<file path="config.mk">
export PLATFORM = sky130hd
export DESIGN_NAME = dmem_port_flat
export DESIGN_NICKNAME = d
export VERILOG_FILES = /design/src/rtl/dmem_pkg.sv /design/src/rtl/dmem_port_if.sv /design/src/rtl/load_extend.sv /design/src/rtl/dmem_port.sv /design/src/flat_wrapper.sv
export SDC_FILE = /design/constraint.sdc
export NUM_CORES = 1
export LEC_CHECK = 0
export CAP_MARGIN = 20
export CORE_UTILIZATION = 43
export CTS_CLUSTER_SIZE = 24
export DETAILED_ROUTE_END_ITERATION = 16
export HOLD_SLACK_MARGIN = 0.02
export PLACE_DENSITY = 0.82
export SYNTH_ARGS = -nofsm -noshare
export SYNTH_HDL_FRONTEND = slang
export SYNTH_SLANG_ARGS = --single-unit
</file>
<file path="constraint.sdc">
create_clock -name clock -period 2.1 [get_ports clock]
set_clock_uncertainty 0.15 [all_clocks]
set_input_delay 0.21 -clock clock [delete_from_list [all_inputs] [get_ports clock]]
set_output_delay 0.21 -clock clock [all_outputs]
set_load 0.05 [all_outputs]
</file>
<file path="src/rtl/dmem_pkg.sv">
// rtl/dmem_pkg.sv - shared encodings and helpers for the data-memory port
package dmem_pkg;

    localparam logic [1:0] SZ_BYTE = 2'd0;
    localparam logic [1:0] SZ_HALF = 2'd1;
    localparam logic [1:0] SZ_WORD = 2'd2;

    typedef enum logic [1:0] {
        ST_IDLE      = 2'd0,
        ST_LOAD_WAIT = 2'd1,
        ST_RMW       = 2'd2
    } state_t;

    // Size 3 is handled exactly like a word access.
    function automatic logic is_misaligned(input logic [1:0] size, input logic [1:0] offset);
        logic result;
        case (size)
            SZ_BYTE: result = 1'b0;
            SZ_HALF: result = offset[0];
            default: result = (offset != 2'd0);
        endcase
        return result;
    endfunction

endpackage

</file>
<file path="src/rtl/dmem_port_if.sv">
// rtl/dmem_port_if.sv - pipeline request/response and SRAM bus bundle
interface dmem_port_if #(
    parameter int ADDR_W = 32
);
    logic              req_valid;
    logic              req_we;
    logic [1:0]        req_size;
    logic              req_un;
    logic [ADDR_W-1:0] req_addr;
    logic [31:0]       req_wdata;
    logic              busy;
    logic              rsp_valid;
    logic [31:0]       rsp_rdata;
    logic              misalign;
    logic [ADDR_W-1:0] misalign_addr;
    logic              sram_en;
    logic              sram_we;
    logic [ADDR_W-3:0] sram_addr;
    logic [31:0]       sram_wdata;
    logic [31:0]       sram_rdata;

    // Pipeline side plus the SRAM read-data return.
    modport master (
        output req_valid, req_we, req_size, req_un, req_addr, req_wdata, sram_rdata,
        input  busy, rsp_valid, rsp_rdata, misalign, misalign_addr,
        input  sram_en, sram_we, sram_addr, sram_wdata
    );

    // The memory port itself.
    modport slave (
        input  req_valid, req_we, req_size, req_un, req_addr, req_wdata, sram_rdata,
        output busy, rsp_valid, rsp_rdata, misalign, misalign_addr,
        output sram_en, sram_we, sram_addr, sram_wdata
    );
endinterface

</file>
<file path="src/rtl/load_extend.sv">
// rtl/load_extend.sv - lane select and sign/zero extension of a loaded word
module load_extend
    import dmem_pkg::*;
(
    input  logic [31:0] word,
    input  logic [1:0]  offset,
    input  logic [1:0]  size,
    input  logic        un,
    output logic [31:0] result
);

    logic [7:0]  byte_lane;
    logic [15:0] half_lane;

    // Pick the addressed little-endian lane, then extend it to 32 bits.
    always_comb begin
        case (offset)
            2'd0:    byte_lane = word[7:0];
            2'd1:    byte_lane = word[15:8];
            2'd2:    byte_lane = word[23:16];
            default: byte_lane = word[31:24];
        endcase
        half_lane = offset[1] ? word[31:16] : word[15:0];
        case (size)
            SZ_BYTE: result = {{24{byte_lane[7] & ~un}}, byte_lane};
            SZ_HALF: result = {{16{half_lane[15] & ~un}}, half_lane};
            default: result = word;
        endcase
    end

endmodule

</file>
<file path="src/rtl/dmem_port.sv">
// rtl/dmem_port.sv - M-stage data memory port with sub-word read-modify-write
module dmem_port
    import dmem_pkg::*;
#(
    parameter int ADDR_W = 32
) (
    input  logic        clock,
    input  logic        reset_n,
    dmem_port_if.slave  bus
);

    state_t            state;
    logic [1:0]        off_q;
    logic [1:0]        size_q;
    logic              un_q;
    logic [31:0]       wdata_q;
    logic [ADDR_W-3:0] waddr_q;
    logic              misalign_q;
    logic [ADDR_W-1:0] misalign_addr_q;

    logic              req_mis;
    logic              req_is_word;
    logic [31:0]       ext_data;
    logic [31:0]       merged;

    assign req_mis     = is_misaligned(bus.req_size, bus.req_addr[1:0]);
    assign req_is_word = bus.req_size[1];

    load_extend u_load_extend (
        .word   (bus.sram_rdata),
        .offset (off_q),
        .size   (size_q),
        .un     (un_q),
        .result (ext_data)
    );

    // Replace the target lane of the word read in the accept cycle with store data.
    always_comb begin
        merged = bus.sram_rdata;
        if (size_q == SZ_BYTE) begin
            case (off_q)
                2'd0:    merged[7:0]   = wdata_q[7:0];
                2'd1:    merged[15:8]  = wdata_q[7:0];
                2'd2:    merged[23:16] = wdata_q[7:0];
                default: merged[31:24] = wdata_q[7:0];
            endcase
        end else if (off_q[1]) begin
            merged[31:16] = wdata_q[15:0];
        end else begin
            merged[15:0] = wdata_q[15:0];
        end
    end

    // State machine: accept in IDLE, one follow-up cycle for loads and sub-word stores.
    always_ff @(posedge clock or negedge reset_n) begin
        if (!reset_n) begin
            state           <= ST_IDLE;
            off_q           <= 2'd0;
            size_q          <= SZ_BYTE;
            un_q            <= 1'b0;
            wdata_q         <= 32'd0;
            waddr_q         <= '0;
            misalign_q      <= 1'b0;
            misalign_addr_q <= '0;
        end else begin
            case (state)
                ST_IDLE: begin
                    if (bus.req_valid) begin
                        if (req_mis) begin
                            misalign_q <= 1'b1;
                            if (!misalign_q) begin
                                misalign_addr_q <= bus.req_addr;
                            end
                        end else if (!(bus.req_we && req_is_word)) begin
                            off_q   <= bus.req_addr[1:0];
                            size_q  <= bus.req_size;
                            un_q    <= bus.req_un;
                            wdata_q <= bus.req_wdata;
                            waddr_q <= bus.req_addr[ADDR_W-1:2];
                            state   <= bus.req_we ? ST_RMW : ST_LOAD_WAIT;
                        end
                    end
                end
                ST_LOAD_WAIT: state <= ST_IDLE;
                ST_RMW:       state <= ST_IDLE;
                default:      state <= ST_IDLE;
            endcase
        end
    end

    // Strobes and response; reset_n gates the accept path so reset forces everything low.
    always_comb begin
        bus.busy       = 1'b0;
        bus.rsp_valid  = 1'b0;
        bus.rsp_rdata  = 32'd0;
        bus.sram_en    = 1'b0;
        bus.sram_we    = 1'b0;
        bus.sram_addr  = '0;
        bus.sram_wdata = 32'd0;
        case (state)
            ST_IDLE: begin
                if (reset_n && bus.req_valid) begin
                    if (req_mis) begin
                        bus.rsp_valid = !bus.req_we;
                    end else if (bus.req_we && req_is_word) begin
                        bus.sram_en    = 1'b1;
                        bus.sram_we    = 1'b1;
                        bus.sram_addr  = bus.req_addr[ADDR_W-1:2];
                        bus.sram_wdata = bus.req_wdata;
                    end else begin
                        bus.sram_en   = 1'b1;
                        bus.sram_addr = bus.req_addr[ADDR_W-1:2];
                        bus.busy      = 1'b1;
                    end
                end
            end
            ST_LOAD_WAIT: begin
                bus.rsp_valid = 1'b1;
                bus.rsp_rdata = ext_data;
            end
            ST_RMW: begin
                bus.sram_en    = 1'b1;
                bus.sram_we    = 1'b1;
                bus.sram_addr  = waddr_q;
                bus.sram_wdata = merged;
            end
            default: ;
        endcase
    end

    assign bus.misalign      = misalign_q;
    assign bus.misalign_addr = misalign_addr_q;

endmodule

</file>
<file path="src/flat_wrapper.sv">
// flat-port wrapper written by rule: the top's interface ports become plain ports
module dmem_port_flat import dmem_pkg::*;
#(
    parameter int ADDR_W = 32
)
  (clock, reset_n, bus_req_valid, bus_req_we, bus_req_size, bus_req_un, bus_req_addr, bus_req_wdata, bus_sram_rdata, bus_busy, bus_rsp_valid, bus_rsp_rdata, bus_misalign, bus_misalign_addr, bus_sram_en, bus_sram_we, bus_sram_addr, bus_sram_wdata);
  dmem_port_if #(.ADDR_W(ADDR_W)) bus_i ();
  input  logic clock;
  input  logic reset_n;
  input wire logic [$bits(bus_i.req_valid)-1:0] bus_req_valid;
  input wire logic [$bits(bus_i.req_we)-1:0] bus_req_we;
  input wire logic [$bits(bus_i.req_size)-1:0] bus_req_size;
  input wire logic [$bits(bus_i.req_un)-1:0] bus_req_un;
  input wire logic [$bits(bus_i.req_addr)-1:0] bus_req_addr;
  input wire logic [$bits(bus_i.req_wdata)-1:0] bus_req_wdata;
  input wire logic [$bits(bus_i.sram_rdata)-1:0] bus_sram_rdata;
  output wire logic [$bits(bus_i.busy)-1:0] bus_busy;
  output wire logic [$bits(bus_i.rsp_valid)-1:0] bus_rsp_valid;
  output wire logic [$bits(bus_i.rsp_rdata)-1:0] bus_rsp_rdata;
  output wire logic [$bits(bus_i.misalign)-1:0] bus_misalign;
  output wire logic [$bits(bus_i.misalign_addr)-1:0] bus_misalign_addr;
  output wire logic [$bits(bus_i.sram_en)-1:0] bus_sram_en;
  output wire logic [$bits(bus_i.sram_we)-1:0] bus_sram_we;
  output wire logic [$bits(bus_i.sram_addr)-1:0] bus_sram_addr;
  output wire logic [$bits(bus_i.sram_wdata)-1:0] bus_sram_wdata;
  assign bus_i.req_valid = bus_req_valid;
  assign bus_i.req_we = bus_req_we;
  assign bus_i.req_size = bus_req_size;
  assign bus_i.req_un = bus_req_un;
  assign bus_i.req_addr = bus_req_addr;
  assign bus_i.req_wdata = bus_req_wdata;
  assign bus_i.sram_rdata = bus_sram_rdata;
  assign bus_busy = bus_i.busy;
  assign bus_rsp_valid = bus_i.rsp_valid;
  assign bus_rsp_rdata = bus_i.rsp_rdata;
  assign bus_misalign = bus_i.misalign;
  assign bus_misalign_addr = bus_i.misalign_addr;
  assign bus_sram_en = bus_i.sram_en;
  assign bus_sram_we = bus_i.sram_we;
  assign bus_sram_addr = bus_i.sram_addr;
  assign bus_sram_wdata = bus_i.sram_wdata;
  dmem_port #(.ADDR_W(ADDR_W)) u_core (.clock(clock), .reset_n(reset_n), .bus(bus_i));
endmodule
</file>
Word-level counts from Yosys, hierarchy flattened --
Index checks and enable logic that the tools add are counted.
Storage, ports and cells: logic and storage cells 74, register bits after elaboration 86
Operators by class: bitwise gates (word level) 6, muxes and demuxes 38, reduce and logical (&&, ||, !) cells 13, equality and inequality tests 9
Operators by type and width (count):
- $mux 32 | 5
- $pmux 32 s2 | 2
- $mux 30 | 2
- $pmux 30 s2 | 1
- $mux 16 | 3
- $mux 8 | 4
- $pmux 8 s3 | 1
- $mux 1 | 11
- $mux 2 | 5
- $eq 2x1->1 const B | 4
- $logic_not 2->1 | 4
- $pmux 1 s2 | 4
- $reduce_and 4->1 | 2
- $ne 2x2->1 const B | 3
- $reduce_and 3->1 | 2
- $eq 2x2->1 const B | 2
- $not 1->1 | 4
- $reduce_or 3->1 | 1
- $and 1x1->1 | 2
- $logic_and 1x1->1 | 2
- $reduce_bool 2->1 | 1
- $logic_not 1->1 | 1

Depth between registers and ports, before layout --
Gate-level depths: netlist of run 1.
word-level depth 5, mapped depth 6, depth with buffers taken out 4

Hierarchy --
Synthesis of run 1 repeated with hierarchy kept, for this count alone.
Second synthesis, totals: cells, all modules 590, area, all modules 5850.6 sq um
By module, submodules not included:
- dmem_port | instances 1, area an instance 5004.8 sq um, sequential area each 2152.1 sq um, cells an instance 475
- load_extend | instances 1, area an instance 845.8 sq um, sequential area each 0.0 sq um, cells an instance 115

Worst setup path after synthesis of run 1 --
No wires, ideal clock.
path type register to output, from register u_core.off_q[0], to output bus_rsp_rdata[0], cell stages (with the launch flop) 6, setup slack -1.659 ns, arrival time 3.399 ns, cells stage by stage dfrtp_1 buf_4 nor3b_2 a2bb2oi_1 nor2_1 a2111oi_0
On the way: cells in the longest elaborated chain, start to end 4, elaborated cells on any way between the ends 6, those cells by class eq/ne (2); mux (3); reduce/logical (1)
Ends and longest elaborated chain:
- start: declaration | RTL line dmem_port.sv:13 | logic [1:0] off_q;
- start signal: assignment | RTL line dmem_port.sv:75 | off_q <= bus.req_addr[1:0];
- $eq 2x2->1 (tied with other cells) | RTL line load_extend.sv:17 | case (offset)
- $pmux 8 s3 (*) | RTL line load_extend.sv:17
- $pmux 32 s2 (*) | RTL line load_extend.sv:24 | case (size)
- $mux 32 (*) | RTL line dmem_port.sv:100 | case (state)
- end: declaration | RTL line flat_wrapper.sv:19 | output wire logic [$bits(bus_i.rsp_rdata)-1:0] bus_rsp_rdata;
Every way passes the cells marked *; elsewhere a longest branch is shown, timed or not.

Worst setup path in the final report of run 1 --
from register u_core.size_q[0], to output bus_sram_wdata[12]
On the way: cells in the longest elaborated chain, start to end 3
Ends and longest elaborated chain:
- start: declaration | RTL line dmem_port.sv:14 | logic [1:0] size_q;
- start signal: assignment | RTL line dmem_port.sv:76 | size_q <= bus.req_size;
- $logic_not 2->1 | RTL line dmem_port.sv:40 | if (size_q == SZ_BYTE) begin
- $mux 32 | RTL line dmem_port.sv:40
- $pmux 32 s2 | RTL line dmem_port.sv:100
- end: declaration | RTL line flat_wrapper.sv:25 | output wire logic [$bits(bus_i.sram_wdata)-1:0] bus_sram_wdata;
No other way between the ends.

==> report_table.html, run 1 <==
<table>
<tr><th>Metric</th><th>Value</th></tr>
<tr><th colspan="2">Critical path</th></tr>
<tr><td>Endpoint required time on the critical path</td><td>1.74 ns</td></tr>
<tr><td>Worst Setup Start Kind</td><td>flop</td></tr>
<tr><td>Slowest stage cell, crit path</td><td>sky130_fd_sc_hd__o21ai_0</td></tr>
<tr><td>Worst path arrival time</td><td>2.70 ns</td></tr>
<tr><td>Ordered cell list for the critical path</td><td>buf_6 &gt; nor2_2 &gt; a21oi_1 &gt; buf_4 &gt; o21ai_0 &gt; o21ai_2 &gt; buf_12</td></tr>
<tr><td>Element type at the critical path end</td><td>output pin</td></tr>
<tr><td>CP Max Fanout</td><td>8</td></tr>
<tr><td>Worst setup slack for register-to-register paths</td><td>0.04 ns</td></tr>
<tr><td>Setup CP Type</td><td>flop to output pin</td></tr>
<tr><td>Largest incremental delay on the critical path</td><td>0.81 ns</td></tr>
<tr><th colspan="2">Floorplanning</th></tr>
<tr><td>Boundary pin count</td><td>234</td></tr>
<tr><td>Starting utilization of the core area</td><td>between 40% and 50%</td></tr>
<tr><td>Area enclosed by the die boundary</td><td>12910 um2</td></tr>
<tr><td>Chip Width</td><td>113.6 um</td></tr>
<tr><td>Core area</td><td>12060 um2</td></tr>
<tr><td>Die Y</td><td>113.6 um</td></tr>
<tr><td>Cell Rows</td><td>40</td></tr>
<tr><th colspan="2">Clock network</th></tr>
<tr><td>Clock H-tree levels</td><td>3</td></tr>
<tr><td>Clock transition at the registers of the reported paths</td><td>~0.070 ns</td></tr>
<tr><td>CTS Buffer Depth</td><td>2</td></tr>
<tr><td>Clock Sink Count</td><td>86</td></tr>
<tr><td>Buffer type at the clock tree root</td><td>sky130_fd_sc_hd__clkbuf_16</td></tr>
<tr><td>CTS tree</td><td>built</td></tr>
<tr><td>Clock insertion delay at the later pin of the skew report</td><td>0.35 ns</td></tr>
<tr><td>TritonCTS Buffers</td><td>9</td></tr>
<tr><th colspan="2">Power</th></tr>
<tr><td>Standby leakage power</td><td>around 5 nW</td></tr>
<tr><td>Maximum VDD drop</td><td>853.8 uV</td></tr>
<tr><td>Ratio of total power to cell area</td><td>837.9 nW/um2</td></tr>
<tr><td>Post-layout power</td><td>9.529 mW</td></tr>
<tr><th colspan="2">Route</th></tr>
<tr><td>Post-route antenna net violation count</td><td>0</td></tr>
<tr><td>Detailed Route Iter0 Violations</td><td>749</td></tr>
<tr><td>Overall via count from detail_route</td><td>6504</td></tr>
<tr><td>Routed wire per std cell</td><td>33.51 um</td></tr>
<tr><td>Iteration count of the initial detailed-routing pass</td><td>6</td></tr>
<tr><td>Average via count per standard cell</td><td>6.705</td></tr>
<tr><td>Detailed-route DRC error count</td><td>0</td></tr>
<tr><td>Post-detailed-routing wire length</td><td>32500 um</td></tr>
<tr><th colspan="2">Timing</th></tr>
<tr><td>Unrepaired setup endpoints after global routing</td><td>yes</td></tr>
<tr><td>Relative max-transition margin</td><td>30.96%</td></tr>
<tr><td>Maximum operating frequency</td><td>0.3263 GHz</td></tr>
<tr><td>Number of hold violations in the final report</td><td>0</td></tr>
<tr><td>Final setup violating endpoints</td><td>97</td></tr>
<tr><td>Slack of the critical path</td><td>-0.9645 ns</td></tr>
<tr><td>Fin Hold WS</td><td>roughly 0.30 ns</td></tr>
<tr><td>Final worst-path cycle share</td><td>145.9%</td></tr>
<tr><td>Final critical-path required period</td><td>about 3.1 ns</td></tr>
<tr><td>Final number of max-transition violations</td><td>0</td></tr>
<tr><td>Worst-margin pin slew</td><td>around 1 ns</td></tr>
<tr><th colspan="2">Yosys</th></tr>
<tr><td>Number of synthesis warnings</td><td>0</td></tr>
<tr><td>Synthesized cell area</td><td>5356 um2</td></tr>
<tr><td>Top cells by instance count after synthesis</td><td>sky130_fd_sc_hd__dfrtp_1 (86), sky130_fd_sc_hd__mux2_4 (48), sky130_fd_sc_hd__nand2_1 (41)</td></tr>
<tr><td>Unique cell type count in the Yosys netlist</td><td>43</td></tr>
<tr><td>Cells after synthesis</td><td>492</td></tr>
<tr><td>Number of enable flip-flop cells after synthesis</td><td>0</td></tr>
<tr><td>Ranking of synthesized cells by area</td><td>sky130_fd_sc_hd__dfrtp_1 (40%), sky130_fd_sc_hd__mux2_4 (13%), sky130_fd_sc_hd__mux2_2 (8.0%), sky130_fd_sc_hd__a22o_1 (4.9%), sky130_fd_sc_hd__mux2i_1 (4.5%)</td></tr>
<tr><td>Total nets after synthesis</td><td>~600</td></tr>
<tr><td>Register bit count reported by yosys</td><td>86</td></tr>
<tr><td>Async set or reset register ratio after synthesis</td><td>100.0%</td></tr>
<tr><td>Average cell area after synthesis</td><td>around 11 um2</td></tr>
<tr><td>Post-synth top area share</td><td>between 40% and 50%</td></tr>
<tr><td>Cell type with the highest aggregate area in the netlist</td><td>sky130_fd_sc_hd__dfrtp_1</td></tr>
<tr><td>Sequential fraction of the synthesis area</td><td>40.18%</td></tr>
<tr><td>Dominant synthesized flop cell</td><td>sky130_fd_sc_hd__dfrtp_1</td></tr>
<tr><td>Most frequent cell after synthesis</td><td>sky130_fd_sc_hd__dfrtp_1</td></tr>
<tr><th colspan="2">Finish</th></tr>
<tr><td>Final-layout fill cell count</td><td>296</td></tr>
<tr><td>Synthesis-to-layout area growth</td><td>112.3%</td></tr>
<tr><td>Footprint of the multi-input gates</td><td>4257 um2</td></tr>
<tr><td>Final-stage net count</td><td>898</td></tr>
<tr><td>Reg area</td><td>2157 um2</td></tr>
<tr><td>Final non-filler cell total</td><td>970</td></tr>
<tr><td>Share of cells above drive strength 1</td><td>58.63%</td></tr>
<tr><td>Final cell area excluding filler cells</td><td>11370 um2</td></tr>
<tr><th colspan="2">Place</th></tr>
<tr><td>Port buffer count</td><td>roughly 230</td></tr>
<tr><td>Count of placed standard cells including taps</td><td>914</td></tr>
<tr><td>Worst slack after detailed placement</td><td>-0.2807 ns</td></tr>
<tr><td>Global placement routability congestion</td><td>0.8886</td></tr>
<tr><td>Placed instance area</td><td>9604 um2</td></tr>
<tr><td>Half-perimeter wire length after detailed placement</td><td>15390 um</td></tr>
<tr><th colspan="2">Global routing</th></tr>
<tr><td>Congestion Overflow GR</td><td>0</td></tr>
<tr><td>Overall track demand over capacity in global routing</td><td>38.44%</td></tr>
<tr><td>Initial antenna violation count</td><td>5</td></tr>
<tr><td>Via count of the first global-routing pass</td><td>roughly 6400</td></tr>
<tr><td>Wire length of the first global-routing pass</td><td>37290 um</td></tr>
<tr><td>Maximum number of pins on one net before global-route repair</td><td>87</td></tr>
<tr><th colspan="2">Worst hold path</th></tr>
<tr><td>Worst hold-check path type</td><td>input pin to asynchronous set/reset pin</td></tr>
<tr><th colspan="2">Job</th></tr>
<tr><td>Number of max-capacitance violations reported</td><td>0</td></tr>
<tr><th colspan="2">Run status</th></tr>
<tr><td>Result of the run</td><td>finished with violations</td></tr>
<tr><td>Violations in the final reports</td><td>negative setup slack</td></tr>
</table>
registers in the layout, indices dropped and copies added (netlist names):
signal / count
u_core.size_q: 2
u_core.off_q: 2
u_core.bus.misalign: 1
u_core.waddr_q: 30
u_core.bus.misalign_addr: 32
u_core.un_q: 1
u_core.state: 2
u_core.wdata_q: 16
cells by family (layout without fill, tap and decap cells):
family	Yosys count	count (layout)	synth area share, %
muxes	110	110	25.93
DFF	86	86	40.18
AOI/OAI and AO/OA	141	141	19.01
and+or+nand+nor	99	99	9.741
buffers and inverters	56	364	5.139
other	0	2	0
stage by stage:
stage	utilization [%]	TNS, ns
floorplan	-	-1.970
global placement	79.63	-14.64
detailed placement	79.63	-20.55
CTS	87.11	-24.16
global route	94.26	-41.59
finish	94.28	-39.13
area by class of cell:
| type | count | area share [%] |
|---|---|---|
| clock inverters | 4 | 0.4621 |
| repair buffers | 330 | 38.35 |
| multi-input cells | 350 | 37.43 |
| well taps | 168 | 1.848 |
| diodes | 2 | 0.04401 |
| flip-flops and latches | 86 | 18.97 |
| clock buffers | 12 | 2.255 |
| inverters | 18 | 0.6381 |
critical path, delay by kind of cell (launching register included):
family	cells	cell delay, ns
AND/OR/NAND/NOR	1	0.20
buffers and inverters	3	0.58
flip-flops	1	0.50
AO/OA/AOI/OAI	3	1.07
routing by layer:
metal / wire, um / global-route usage (%) / vias to the layer above
li1: - / - / 2433
met1: 10310 / 40.82 / 3135
met2: 15050 / 67.07 / 666
met3: 4064 / 10.04 / 266
met4: 3056 / 26.05 / 4
met5: 30 / 0 / -
cells in the final DEF, fill, tap and decap left out, drive strengths merged, types with 6 or more instances in the layout:
master | Yosys | layout
mux2 | 86 | 86
o21ai | 45 | 45
inv | 17 | 19
a221oi | 16 | 16
clkbuf | 21 | 17
mux2i | 24 | 24
buf | 17 | 191
dfrtp | 86 | 86
a2111oi | 6 | 6
nor2 | 24 | 24
nand2 | 42 | 42
a2bb2oi | 6 | 6
nor2b | 11 | 11
or4b | 8 | 8
clkdlybuf4s50 | 0 | 133
a21o | 25 | 25
a22o | 30 | 30
what timing repair did:
item,in CTS,in global routing
pin swaps,20,49
hold buffers,0,1
setup buffers,17,13
gates resized for setup,105,99
setup endpoints to repair,98,98
cloned,0,8
hold endpoints to repair,0,11
power by group:
| part | total (mW) | leakage, nW | switching (mW) | internal [mW] |
|---|---|---|---|---|
| clock | 1.76 | 0.154 | 0.758 | 0.998 |
| combinational | 5.29 | 3.79 | 2.93 | 2.36 |
| sequential | 2.48 | 1.03 | 0.426 | 2.05 |
worst paths after layout:
| path | startpoint | end | depth (start not counted) |
|---|---|---|---|
| max in group asynchronous | reset_n | u_core.state[1] | 4 |
| min in group clock | bus_req_un | u_core.un_q | 2 |
| hold reg to reg | u_core.bus.misalign_addr[31] | u_core.bus.misalign_addr[31] | 1 |
| hold / removal | reset_n | u_core.size_q[1] | 3 |
| setup / recovery | u_core.size_q[0] | bus_sram_wdata[12] | 7 |
| setup reg to reg | u_core.state[0] | u_core.wdata_q[2] | 6 |
(Power assumes the default switching activity.)
==> run 2: changes to the inputs <==
- CORE_UTILIZATION: 43 -> 46
- PLACE_DENSITY: 0.82 -> 0.87
- clock period: 2.1 -> 3.7 ns (I/O delays scaled with it)
==> report_table.html, run 2 (same netlist as run 1, synthesis figures left out) <==
<table>
<tr><th>Metric</th><th>Value</th></tr>
<tr><th colspan="2">Finish</th></tr>
<tr><td>Final-stage net count</td><td>818 (was 898)</td></tr>
<tr><td>Synthesis-to-layout area growth</td><td>56.18% (was 112.3%)</td></tr>
<tr><td>Most frequent standard cell in the layout excluding fill and tap cells</td><td>sky130_fd_sc_hd__clkdlybuf4s50_1 (unchanged)</td></tr>
<tr><td>Commonest cells after routing, fill and taps aside</td><td>sky130_fd_sc_hd__clkdlybuf4s50_1 (149), sky130_fd_sc_hd__dfrtp_1 (86), sky130_fd_sc_hd__buf_4 (63) (was sky130_fd_sc_hd__clkdlybuf4s50_1 (133), sky130_fd_sc_hd__buf_12 (105), sky130_fd_sc_hd__dfrtp_1 (82))</td></tr>
<tr><td>Share of cells above drive strength 1</td><td>30.83% (was 58.63%)</td></tr>
<tr><td>Max FFs per register</td><td>32 (unchanged)</td></tr>
<tr><td>Final-layout fill cell count</td><td>785 (was 296)</td></tr>
<tr><td>Diodes inserted</td><td>0 (was 2)</td></tr>
<tr><th colspan="2">Clock network</th></tr>
<tr><td>Clock transition at the registers of the reported paths</td><td>0.07 ns (about the same)</td></tr>
<tr><td>Clock H-tree levels</td><td>3 (unchanged)</td></tr>
<tr><td>Clock Sink Count</td><td>86 (unchanged)</td></tr>
<tr><td>Buffer type at the clock tree root</td><td>sky130_fd_sc_hd__clkbuf_16 (unchanged)</td></tr>
<tr><td>CTS Buffer Depth</td><td>2 (unchanged)</td></tr>
<tr><td>Clock insertion delay at the later pin of the skew report</td><td>0.33 ns (was 0.35 ns)</td></tr>
<tr><td>CTS tree</td><td>built (unchanged)</td></tr>
<tr><td>TritonCTS Buffers</td><td>9 (unchanged)</td></tr>
<tr><th colspan="2">Global routing</th></tr>
<tr><td>Via count of the first global-routing pass</td><td>5091 (was 6374)</td></tr>
<tr><td>Maximum number of pins on one net before global-route repair</td><td>66 (was 87)</td></tr>
<tr><td>Initial antenna violation count</td><td>0 (was 5)</td></tr>
<tr><td>Overall track demand over capacity in global routing</td><td>30.45% (was 38.44%)</td></tr>
<tr><td>Congestion Overflow GR</td><td>0 (unchanged)</td></tr>
<tr><td>Wire length of the first global-routing pass</td><td>27320 um (was 37290 um)</td></tr>
<tr><th colspan="2">Place</th></tr>
<tr><td>Half-perimeter wire length after detailed placement</td><td>13510 um (was 15390 um)</td></tr>
<tr><td>Global placement routability congestion</td><td>0.9525 (was 0.8886)</td></tr>
<tr><td>Worst slack after detailed placement</td><td>0.5021 ns (was -0.2807 ns)</td></tr>
<tr><td>Port buffer count</td><td>233 (unchanged)</td></tr>
<tr><th colspan="2">Power</th></tr>
<tr><td>Part of the total power dissipated in sequential elements</td><td>32.8% (was 26.0%)</td></tr>
<tr><td>Standby leakage power</td><td>3.917 nW (was 4.974 nW)</td></tr>
<tr><td>Net switching share of the total power</td><td>40.42% (was 43.22%)</td></tr>
<tr><td>Total net switching power</td><td>1.666 mW (was 4.119 mW)</td></tr>
<tr><td>Maximum VDD drop</td><td>439.0 uV (was 853.8 uV)</td></tr>
<tr><td>Ratio of total power to cell area</td><td>492.7 nW/um2 (was 837.9 nW/um2)</td></tr>
<tr><td>Portion of total power attributed to the clock network</td><td>20.9% (was 18.4%)</td></tr>
<tr><td>Post-layout power</td><td>4.122 mW (was 9.529 mW)</td></tr>
<tr><td>Cell-internal power</td><td>2.456 mW (was 5.410 mW)</td></tr>
<tr><td>Combinational group share of total power</td><td>46.4% (was 55.5%)</td></tr>
<tr><th colspan="2">Timing</th></tr>
<tr><td>Number of hold violations in the final report</td><td>0 (unchanged)</td></tr>
<tr><td>Maximum operating frequency</td><td>0.2872 GHz</td></tr>
<tr><td>Relative max-transition margin</td><td>28.88% (was 30.96%)</td></tr>
<tr><td>Unrepaired setup endpoints after global routing</td><td>no (was yes)</td></tr>
<tr><td>Slack of the critical path</td><td>0.2178 ns (was -0.9645 ns)</td></tr>
<tr><td>Final worst-path cycle share</td><td>94.11%</td></tr>
<tr><td>Final setup violating endpoints</td><td>0 (was 97)</td></tr>
<tr><td>Worst-margin pin slew</td><td>1.063 ns (was 1.025 ns)</td></tr>
<tr><td>Final number of max-transition violations</td><td>0 (unchanged)</td></tr>
<tr><td>Final critical-path required period</td><td>3.482 ns</td></tr>
<tr><td>Total negative slack for setup checks</td><td>0 ns (was -39.13 ns)</td></tr>
<tr><th colspan="2">Critical path</th></tr>
<tr><td>Worst path arrival time</td><td>2.96 ns (was 2.70 ns)</td></tr>
<tr><td>Setup CP Type</td><td>input pin to output pin (was flop to output pin)</td></tr>
<tr><td>Element type at the critical path end</td><td>output pin (unchanged)</td></tr>
<tr><td>CP startpoint</td><td>reset_n (was u_core.size_q[0])</td></tr>
<tr><td>Worst Setup Start Kind</td><td>input pin (was flop)</td></tr>
<tr><td>Endpoint required time on the critical path</td><td>3.18 ns (was 1.74 ns)</td></tr>
<tr><td>Largest incremental delay on the critical path</td><td>0.82 ns (was 0.81 ns)</td></tr>
<tr><td>Ordered cell list for the critical path</td><td>dlygate4sd3_1 &gt; buf_4 &gt; nand4bb_1 &gt; a21oi_4 &gt; a22o_1 &gt; clkdlybuf4s50_1 (was buf_6 &gt; nor2_2 &gt; a21oi_1 &gt; buf_4 &gt; o21ai_0 &gt; o21ai_2 &gt; buf_12)</td></tr>
<tr><td>Slowest stage cell, crit path</td><td>sky130_fd_sc_hd__clkdlybuf4s50_1 (was sky130_fd_sc_hd__o21ai_0)</td></tr>
<tr><td>Reg-to-reg critical path startpoint</td><td>u_core.state[0] (unchanged)</td></tr>
<tr><td>CP Max Fanout</td><td>23 (was 8)</td></tr>
<tr><th colspan="2">Floorplanning</th></tr>
<tr><td>Chip Width</td><td>109.9 um (was 113.6 um)</td></tr>
<tr><td>Area enclosed by the die boundary</td><td>12080 um2 (was 12910 um2)</td></tr>
<tr><td>Cell Rows</td><td>39 (was 40)</td></tr>
<tr><td>Core area</td><td>11370 um2 (was 12060 um2)</td></tr>
<tr><td>Starting utilization of the core area</td><td>47.11% (was 44.41%)</td></tr>
<tr><td>Die Y</td><td>109.9 um (was 113.6 um)</td></tr>
<tr><td>Boundary pin count</td><td>234 (unchanged)</td></tr>
<tr><th colspan="2">Route</th></tr>
<tr><td>Overall via count from detail_route</td><td>4995 (was 6504)</td></tr>
<tr><td>Post-route antenna net violation count</td><td>0 (unchanged)</td></tr>
<tr><td>Average via count per standard cell</td><td>5.788 (was 6.705)</td></tr>
<tr><td>Detailed Route Iter0 Violations</td><td>233 (was 749)</td></tr>
<tr><td>Iteration count of the initial detailed-routing pass</td><td>4 (was 6)</td></tr>
<tr><td>Routed wire per std cell</td><td>21.40 um (was 33.51 um)</td></tr>
<tr><td>Detailed-route DRC error count</td><td>0 (unchanged)</td></tr>
<tr><td>Post-detailed-routing wire length</td><td>18470 um (was 32500 um)</td></tr>
<tr><th colspan="2">Worst hold path</th></tr>
<tr><td>Worst hold-check path type</td><td>input pin to asynchronous set/reset pin (unchanged)</td></tr>
<tr><th colspan="2">Run status</th></tr>
<tr><td>Result of the run</td><td>finished, final reports clean (was finished with violations)</td></tr>
<tr><th colspan="2">Job</th></tr>
<tr><td>Number of max-capacitance violations reported</td><td>0 (unchanged)</td></tr>
</table>
## run 2: changes by cell type in the layout (fill, tap and decap cells not counted), sizes merged
cell           change
clkinvlp           +1
bufinv             -1
clkinv             +1
clkbuf             -7
inv                +1
buf               -91
clkdlybuf4s50     +16
diode              -2
## run 2: what timing repair did
action,4_1_cts,5_1_grt
buffers inserted,0,0
hold endpoints to repair,21,0
gates resized for setup,0,2
endpoints found under the setup margin,0,8
hold buffers,1,0
## run 2: cell type report
type                       instances  area (um2)  area share (%)
multi-input combinational        350        2969           35.49
timing repair buffer             250        2715           32.46
sequential                        86        2152           25.73
clock buffer                      10       229.0           2.737
tap                              143       178.9           2.139
inverter                          18       67.56          0.8077
clock inverter                     6       53.80          0.6431
## run 2: routing by layer
| layer | global-route usage (%) | part of all wire [%] | up-vias |
|---|---|---|---|
| li1 | - | - | 2247 |
| met1 | 35.98 | 39 | 2426 |
| met2 | 50.22 | 47 | 273 |
| met3 | 8.477 | 9.9 | 49 |
| met4 | 16.10 | 4.6 | 0 |
| met5 | 0 | 0 | - |
## run 2: worst max-delay path: cells and delay by family
kind	cells	cell delay [ns]
compound gates	2	0.58
buf+inv	3	1.64
simple gates	1	0.35
## run 2: power groups by stage
stage | Sequential (mW) | Clock (mW) | Combinational, mW
2_1_floorplan | 1.64 | 0 | 0.915
3_3_place_gp | 1.34 | 0 | 1.87
3_5_place_dp | 1.35 | 0 | 1.90
4_1_cts | 1.34 | 0.878 | 1.91
5_1_grt | 1.37 | 0.915 | 2.01
6_report | 1.35 | 0.860 | 1.91
## run 2: path summary, 6_finish.rpt
kind / end / slack (ns) / cells past startpoint
min in group clock: u_core.wdata_q[15] / 0.36 / 1
max in group asynchronous: u_core.bus.misalign_addr[11] / 1.92 / 3
hold / removal: u_core.bus.misalign_addr[26] / 0.31 / 2
setup reg to reg: u_core.waddr_q[11] / 1.66 / 5
setup / recovery: bus_sram_addr[26] / 0.22 / 6
hold reg to reg: u_core.wdata_q[15] / 0.36 / 1
## run 2: per-stage QoR
stage | hold slack (ns) | cells | util (%) | area [um2]
after floorplan | -0.07559 | 492 | - | 5364
after global placement | 0.1282 | 846 | 70.91 | 8063
after detailed placement | 0.1325 | 846 | 70.91 | 8063
after CTS | 0.3207 | 863 | 73.49 | 8356
after global routing | 0.3345 | 863 | 73.58 | 8366
final | 0.3135 | 863 | 73.58 | 8366
